[src/rtl/bcd_serial_alu_ctrl.sv]
// rtl/bcd_serial_alu_ctrl.sv - digit-serial multi-digit BCD add/subtract controller
// Optional sign-magnitude fix-up pass enabled by macro BCD_SIGN_MAG_EN.
module bcd_serial_alu_ctrl #(
  parameter int DIGITS = 4
) (
  input  logic                  clk,
  input  logic                  reset,
  input  logic                  start,
  input  logic                  op,
  input  logic [4*DIGITS-1:0]   a,
  input  logic [4*DIGITS-1:0]   b,
  output logic                  busy,
  output logic                  done,
  output logic [4*DIGITS-1:0]   result,
  output logic                  cout,
  output logic                  neg,
  output logic                  bad_digit
);

  localparam int IW = (DIGITS > 1) ? $clog2(DIGITS) : 1;

`ifdef BCD_SIGN_MAG_EN
  typedef enum logic [1:0] {S_IDLE, S_RUN, S_DONE, S_FIX} state_t;
`else
  typedef enum logic [1:0] {S_IDLE, S_RUN, S_DONE} state_t;
`endif

  state_t                state_q, state_d;
  logic [IW-1:0]         idx_q, idx_d;
  logic                  carry_q, carry_d;
  logic                  op_q, op_d;
  logic [4*DIGITS-1:0]   a_q, a_d, b_q, b_d;
  logic [4*DIGITS-1:0]   result_q, result_d;
  logic                  busy_q, busy_d, done_q, done_d;
  logic                  cout_q, cout_d, neg_q, neg_d, bad_q, bad_d;

  logic                  accept, last, in_fix, gt9;
  logic [3:0]            a_sel, b_sel, r_sel, bi, dig;
  logic [4:0]            s;

  function automatic logic any_bad(input logic [4*DIGITS-1:0] v);
    any_bad = 1'b0;
    for (int i = 0; i < DIGITS; i++) begin
      if (v[4*i +: 4] > 4'd9) any_bad = 1'b1;
    end
  endfunction

`ifdef BCD_SIGN_MAG_EN
  assign in_fix = (state_q == S_FIX);
`else
  assign in_fix = 1'b0;
`endif

  assign accept = start && !busy_q;
  assign last   = (idx_q == IW'(DIGITS - 1));

  // Shared single-digit path; the FIX pass feeds 0 - result through it.
  always_comb begin
    a_sel = 4'd0;
    b_sel = 4'd0;
    r_sel = 4'd0;
    for (int i = 0; i < DIGITS; i++) begin
      if (idx_q == IW'(i)) begin
        a_sel = a_q[4*i +: 4];
        b_sel = b_q[4*i +: 4];
        r_sel = result_q[4*i +: 4];
      end
    end
    if (in_fix) begin
      a_sel = 4'd0;
      b_sel = r_sel;
    end
    bi  = (in_fix || op_q) ? (4'd9 - b_sel) : b_sel;
    s   = {1'b0, a_sel} + {1'b0, bi} + {4'b0000, carry_q};
    gt9 = (s > 5'd9);
    dig = gt9 ? (s[3:0] + 4'd6) : s[3:0];
  end

  always_comb begin
    state_d  = state_q;
    idx_d    = idx_q;
    carry_d  = carry_q;
    op_d     = op_q;
    a_d      = a_q;
    b_d      = b_q;
    result_d = result_q;
    busy_d   = busy_q;
    done_d   = 1'b0;
    cout_d   = cout_q;
    neg_d    = neg_q;
    bad_d    = bad_q;

    case (state_q)
      S_RUN
`ifdef BCD_SIGN_MAG_EN
      , S_FIX
`endif
      : begin
        for (int i = 0; i < DIGITS; i++) begin
          if (idx_q == IW'(i)) result_d[4*i +: 4] = dig;
        end
        carry_d = gt9;
        idx_d   = last ? idx_q : idx_q + IW'(1);
        if (last) begin
`ifdef BCD_SIGN_MAG_EN
          if (state_q == S_RUN && op_q && !gt9) begin
            state_d = S_FIX;
            idx_d   = '0;
            carry_d = 1'b1;
          end else begin
            state_d = S_DONE;
            busy_d  = 1'b0;
            done_d  = 1'b1;
            cout_d  = in_fix ? 1'b0 : gt9;
            neg_d   = in_fix;
          end
`else
          state_d = S_DONE;
          busy_d  = 1'b0;
          done_d  = 1'b1;
          cout_d  = gt9;
`endif
        end
      end
      default: begin
        if (accept) begin
          state_d  = S_RUN;
          idx_d    = '0;
          carry_d  = op;
          op_d     = op;
          a_d      = a;
          b_d      = b;
          result_d = '0;
          busy_d   = 1'b1;
          cout_d   = 1'b0;
          neg_d    = 1'b0;
          bad_d    = any_bad(a) || any_bad(b);
        end else begin
          state_d = S_IDLE;
        end
      end
    endcase
  end

  always_ff @(posedge clk or posedge reset) begin
    if (reset) begin
      state_q  <= S_IDLE;
      idx_q    <= '0;
      carry_q  <= 1'b0;
      op_q     <= 1'b0;
      a_q      <= '0;
      b_q      <= '0;
      result_q <= '0;
      busy_q   <= 1'b0;
      done_q   <= 1'b0;
      cout_q   <= 1'b0;
      neg_q    <= 1'b0;
      bad_q    <= 1'b0;
    end else begin
      state_q  <= state_d;
      idx_q    <= idx_d;
      carry_q  <= carry_d;
      op_q     <= op_d;
      a_q      <= a_d;
      b_q      <= b_d;
      result_q <= result_d;
      busy_q   <= busy_d;
      done_q   <= done_d;
      cout_q   <= cout_d;
      neg_q    <= neg_d;
      bad_q    <= bad_d;
    end
  end

  assign busy      = busy_q;
  assign done      = done_q;
  assign result    = result_q;
  assign cout      = cout_q;
  assign bad_digit = bad_q;
`ifdef BCD_SIGN_MAG_EN
  assign neg       = neg_q;
`else
  assign neg       = 1'b0;
`endif

endmodule
[config.mk]
export PLATFORM = sky130hd
export DESIGN_NAME = bcd_serial_alu_ctrl
export DESIGN_NICKNAME = d
export VERILOG_FILES = /design/src/rtl/bcd_serial_alu_ctrl.sv
export SDC_FILE = /design/constraint.sdc
export NUM_CORES = 1
export LEC_CHECK = 0
export BUFFER_PORTS_ARGS = -buffer_cell sky130_fd_sc_hd__buf_2
export CORE_UTILIZATION = 55
export CTS_CLUSTER_DIAMETER = 100
export DETAILED_ROUTE_END_ITERATION = 8
export PLACE_DENSITY = 0.8
export SYNTH_ARGS = -nofsm -noshare
export SYNTH_HDL_FRONTEND = slang
export SYNTH_SLANG_ARGS = --single-unit
[constraint.sdc]
create_clock -name clk -period 4.3 [get_ports clk]
set_input_delay 0.86 -clock clk [delete_from_list [all_inputs] [get_ports clk]]
set_output_delay 0.86 -clock clk [all_outputs]
set_load 0.005 [all_outputs]
==> impl_metrics.ini, run 1 <==
[drt]
wl_per_cell_um = 15.17
wirelength_um = 5962
viasPerCell = 5.611
vias = 2205
ant_nets = 0
drt_iter0_drc = 114
dr.pass1.iters = 4
drc = 0

[yosys]
ys_seq_elements = 58
synth_cell_types = 34
synth_flop_cell = dfrtp_1
ys_seq_area_frac = 0.5054
synth-warning-count = 0
avgSynthCellArea_um2 = 10.67
synthCells = 269
async_flop_share = 1.000
syn_nets = 316
synth_edf_count = 0
syn_area_um2 = 2872

[global_routing]
grt_start_max_net_pins = 59
grt.total_usage = 0.2475
grt_pass1_wl_um = 9880
antenna_found_initial = 0
grt_pass1_vias = 2159
grt-ovfl-total = 0

[placement]
place_area_um2 = 3181
gp_congestion = 0.8161
io_buffer_count = 55
dp_hpwl_um = 4327

[cells_and_area]
area_delta_synth_final_pct = 16.69
multi_input_area_um2 = 1318
drive_gt1_frac = 0.3344
mostFrequentLayoutCells = dfrtp_1 (58), buf_2 (55), nand2_1 (34)
fillerInstances = 396
nets = 369
postLayoutCellArea_um2 = 3351
layout_commonest_cell = dfrtp_1
antenna_cells = 0
seq_area_um2 = 1451

[critical_path]
cp_data_arrival_time_ns = 4.07
reg2reg_from = idx_q[1]
rr_worst_depth = 16
cp-end-kind = register
startpoint_type = register
r2r_setup_slack_ns = 0.44
required_ns = 4.51
r2r-end = result[6]
cp_max_fo = 19
path_class = reg -> reg

[clock_network]
cts_buffer_depth = 2
cts-buffers-inserted = 9
clock-sinks = 58
clk_pin_slew_worst_paths_ns = 0.06
cts-hold-fix-buffers = 0
post_cts_buffers = 0
worstSkewPairLatency_ns = 0.34
post_cts_resized = 0
h-tree-depth = 3
cts-root-buf = clkbuf_8
cts_tree = done

[floorplan]
die_area_um2 = 5514
num_rows = 25
start_util = 0.5885
io_pins = 57
fp.dieH_um = 74.26
core_area_um2 = 4880
die_w_um = 74.26

[sta]
clock-skew-final_ns = 0.004896
max_clock_freq_mhz = 258.9
worst_pin_slew_ns = 1.080
period_minus_slack_ns = 3.863
drv_slew = 0
finalCritPeriodShare = 0.8984
rsz0062_at_grt = false
finalHoldViolCount = 0
slew_headroom = 0.2780
setup_viol = 0
setup-tns-final_ns = 0

[status]
status = completed

[min_path]
hold_depth = 2
hold_class = reg -> reg
worstHoldStart = result[10]
hold_end = result[10]

[run]
cap_violations = 0
area by class of cell:
class | count | share of cell area
Inverter | 10 | 0.01120
Sequential cell | 58 | 0.4332
Timing Repair Buffer | 57 | 0.08663
Multi-Input combinational cell | 186 | 0.3932
Clock buffer | 12 | 0.04630
Clock inverter | 3 | 0.004481
Tap cell | 67 | 0.02502
per-layer routing:
layer / share of wire / global-route usage / wire length (um) / vias up
li1: - / - / - / 1042
met3: 0.057 / 0.04743 / 338 / 13
met4: 0.024 / 0.1572 / 142 / 0
met5: 0 / 0 / 0 / -
met2: 0.49 / 0.4111 / 2916 / 78
met1: 0.43 / 0.2968 / 2564 / 1072
critical path, stage by stage (launching register included):
cell and delay, ns:
dfrtp_1 0.40, inv_1 0.10, ha_1 0.52, nand3b_1 0.18, a21oi_1 0.07, a21oi_1 0.14, nor2_1 0.07, a21oi_1 0.26
ha_1 0.19, nand2_1 0.06, xor2_1 0.16, ha_1 0.41, a2111oi_4 0.37, a31oi_1 0.09, a21boi_2 0.24, a2bb2oi_1 0.34
o21ai_0 0.12
Yosys cell counts (3+ instances only):
master | instances | share of area
xor2_1 | 3 | 0.0092
nand4_1 | 3 | 0.0065
buf_4 | 3 | 0.0078
a21o_1 | 3 | 0.0078
nor2_1 | 13 | 0.017
dfrtp_1 | 58 | 0.51
buf_2 | 4 | 0.0070
nand3b_1 | 6 | 0.016
a21oi_1 | 24 | 0.042
mux2_2 | 33 | 0.13
nand2_1 | 34 | 0.044
a32o_1 | 3 | 0.010
clkbuf_1 | 8 | 0.010
nand2b_1 | 3 | 0.0065
ha_1 | 9 | 0.039
o21ai_0 | 30 | 0.052
inv_1 | 10 | 0.013
state kept, by name, indices dropped and copies added (netlist names):
signal and flops:
b_q 16, done 1, bad_digit 1, busy 1
result 16, a_q 16, carry_q 1, cout 1
op_q 1, idx_q 2, state_q 2
cell families after synthesis:
family	share of synthesized area
AOI/OAI and AO/OA	0.1516
buffers and inverters	0.03835
DFF	0.5054
adders and majority gates	0.05316
and+or+nand+nor	0.09847
muxes	0.1364
other	0.001306
xor gates and xnor gates	0.01525
worst max path at each step:
stage | startpoint | endpoint
3_3_place_gp | idx_q[1] | result[5]
3_5_place_dp | idx_q[1] | result[6]
6_report | idx_q[1] | result[6]
4_1_cts | idx_q[1] | result[5]
5_1_grt | idx_q[1] | result[10]
2_1_floorplan | idx_q[1] | result[13]
per-stage QoR:
stage	hold slack, ns	setup slack [ns]	utilization	instances
2_1_floorplan	0.4733	0.9748	-	269
3_3_place_gp	0.4579	0.6353	0.6518	378
3_5_place_dp	0.4663	0.4752	0.6518	378
4_1_cts	0.4801	0.4437	0.6867	393
5_1_grt	0.5085	0.01805	0.6867	393
6_report	0.4750	0.4369	0.6867	393
Power of run 1 is left out: the tool's default activity adds up to more than one toggle a clock period on the data nets, which glitch-free logic cannot reach.
==> inputs of run 2 (changes only) <==
--- a/config.mk
+++ b/config.mk
@@ -5,11 +5,12 @@
 export SDC_FILE = /design/constraint.sdc
 export NUM_CORES = 1
 export LEC_CHECK = 0
+export ABC_AREA = 1
 export BUFFER_PORTS_ARGS = -buffer_cell sky130_fd_sc_hd__buf_2
 export CORE_UTILIZATION = 55
 export CTS_CLUSTER_DIAMETER = 100
 export DETAILED_ROUTE_END_ITERATION = 8
-export PLACE_DENSITY = 0.8
+export PLACE_DENSITY = 0.79
 export SYNTH_ARGS = -nofsm -noshare
 export SYNTH_HDL_FRONTEND = slang
 export SYNTH_SLANG_ARGS = --single-unit
==> impl_metrics.ini, run 2 <==
[min_path]
hold_class = reg -> reg

[cells_and_area]
drive_gt1_frac = 0.2109
postLayoutCellArea_um2 = 3467
mostFrequentLayoutCells = nand2_1 (132), dfrtp_1 (58), buf_2 (55)
nets = 464
area_delta_synth_final_pct = 15.99
layout_commonest_cell = nand2_1
fillerInstances = 445
antenna_cells = 0

[critical_path]
critPathMaxStageDelay_ns = 0.53
cp-end-kind = register
cp_max_fo = 14
cp_slowest_cell = o21ai_0
critical_path.cell_chain = ha_1 > inv_1 > o21ai_0 > ha_1 > nand2_1 > o21ai_0 > ha_1 > or2_1 > nand2_1 > inv_1 > ha_1 > nand2_4 > nand4_1 > nand2_1
cp_data_arrival_time_ns = 3.77
required_ns = 4.58
startpoint_type = register
path_common_cell = ha_1
path_class = reg -> reg

[global_routing]
grt_pass1_vias = 2399
antenna_found_initial = 0
grt.total_usage = 0.2625
grt_pass1_wl_um = 10910
grt-ovfl-total = 0
grt_start_max_net_pins = 46

[yosys]
synth_cell_types = 31
synth_flop_cell = dfrtp_1
synth_top_cell_area_share = 0.4856
syn_area_um2 = 2989
yosys.area.top_type = dfrtp_1
yosysMostFrequentCell = nand2_1
synth-warning-count = 0
syn_nets = 410
synth_edf_count = 0
synthCells = 363
synthTopCellsByArea = dfrtp_1 (49%), nand2_1 (17%), inv_1 (4.8%), ha_1 (3.8%), o21ai_0 (3.7%)
avgSynthCellArea_um2 = 8.234
ys_seq_area_frac = 0.4856
async_flop_share = 1.000
ys_seq_elements = 58
ys_top_cells_by_count = nand2_1 (132), dfrtp_1 (58), inv_1 (38)

[drt]
ant_nets = 0
dr.pass1.iters = 4
drt_iter0_drc = 148
viasPerCell = 5.191
wl_per_cell_um = 13.13
drc = 0
vias = 2554
wirelength_um = 6461

[run]
cap_violations = 0

[clock_network]
worstSkewPairLatency_ns = 0.34
clk_pin_slew_worst_paths_ns = 0.06
post_cts_resized = 0
cts_tree = done
post_cts_buffers = 0
cts_buffer_depth = 2
h-tree-depth = 3
cts-buffers-inserted = 9
cts-hold-fix-buffers = 0
clock-sinks = 58
cts-root-buf = clkbuf_8

[sta]
setup-tns-final_ns = 0
rsz0062_at_grt = false
period_minus_slack_ns = 3.493
finalHoldViolCount = 0
slew_headroom = 0.3939
drv_slew = 0
worst_pin_slew_ns = 0.9078
clock-skew-final_ns = 0.006130
max_clock_freq_mhz = 286.2
finalCritPeriodShare = 0.8124
setup_viol = 0

[floorplan]
core_area_um2 = 5172
io_pins = 57
num_rows = 26
die_area_um2 = 5734
die_w_um = 75.72
fp.dieH_um = 75.72
start_util = 0.5779

[placement]
io_buffer_count = 55
place_area_um2 = 3284
gp_congestion = 0.8996
dp_hpwl_um = 4801

[status]
status = completed
## run 2: cell count changes after synthesis, sizes merged, moves of 6 or more
cell / before / now
nand2: 34 / 136
mux2: 33 / 0
inv: 10 / 41
nand3: 0 / 20
nand4: 3 / 13
o21ai: 30 / 39
clkbuf: 8 / 0
a21oi: 24 / 17
buf: 7 / 13
nand3b: 6 / 0
nor2: 13 / 7
## run 2: metal layers
layer  track usage  share of wire
met3       0.05159          0.049
met4        0.1296          0.027
met5             0              0
met1        0.3364           0.44
met2        0.4266           0.48
## run 2: cell families after synthesis
family | Yosys count | share of synthesized area
DFF | 58 | 0.4856
AOI/OAI and AO/OA | 59 | 0.1088
buffers and inverters | 54 | 0.07744
other | 1 | 0.001255
and+or+nand+nor | 178 | 0.2700
xor gates and xnor gates | 2 | 0.005861
adders and majority gates | 11 | 0.05107
## run 2: layout make-up
class                      count  area, um^2  area share
inverter                      41       156.4     0.04511
multi-input combinational    251        1306      0.3768
tap                           70       87.58     0.02526
clock buffer                  14       172.7     0.04980
clock inverter                 2       10.01    0.002887
sequential                    58        1451      0.4186
timing repair buffer          56       282.8     0.08156
## run 2: worst paths after layout
kind	startpoint	endpoint	slack, ns	cells after the start
max	idx_q[1]	result[2]	0.81	14
min reg2reg	result[8]	result[8]	0.47	2
min	result[8]	result[8]	0.47	2
min in group asynchronous	reset	b_q[0]	0.72	2
max reg2reg	idx_q[1]	result[2]	0.81	14
max in group asynchronous	reset	b_q[1]	2.84	3
## run 2: critical path: cells and delay by family, from the launching register on
kind	cells	cell delay, ns
compound gates	2	0.61
fa+ha+maj	4	1.49
buf+inv	2	0.31
flops	1	0.38
simple gates	6	0.65
## run 2: per-stage QoR
step / std cells / worst slack [ns] / hold WS (ns) / utilization
finish: 492 / 0.8065 / 0.4685 / 0.6703
global route: 492 / 0.4970 / 0.5036 / 0.6703
CTS: 492 / 0.8050 / 0.4706 / 0.6703
detailed placement: 476 / 0.8290 / 0.4541 / 0.6350
global placement: 476 / 0.9904 / 0.4541 / 0.6350
floorplan: 363 / 1.350 / 0.4479 / -
Power of run 2 is left out for the same reason.
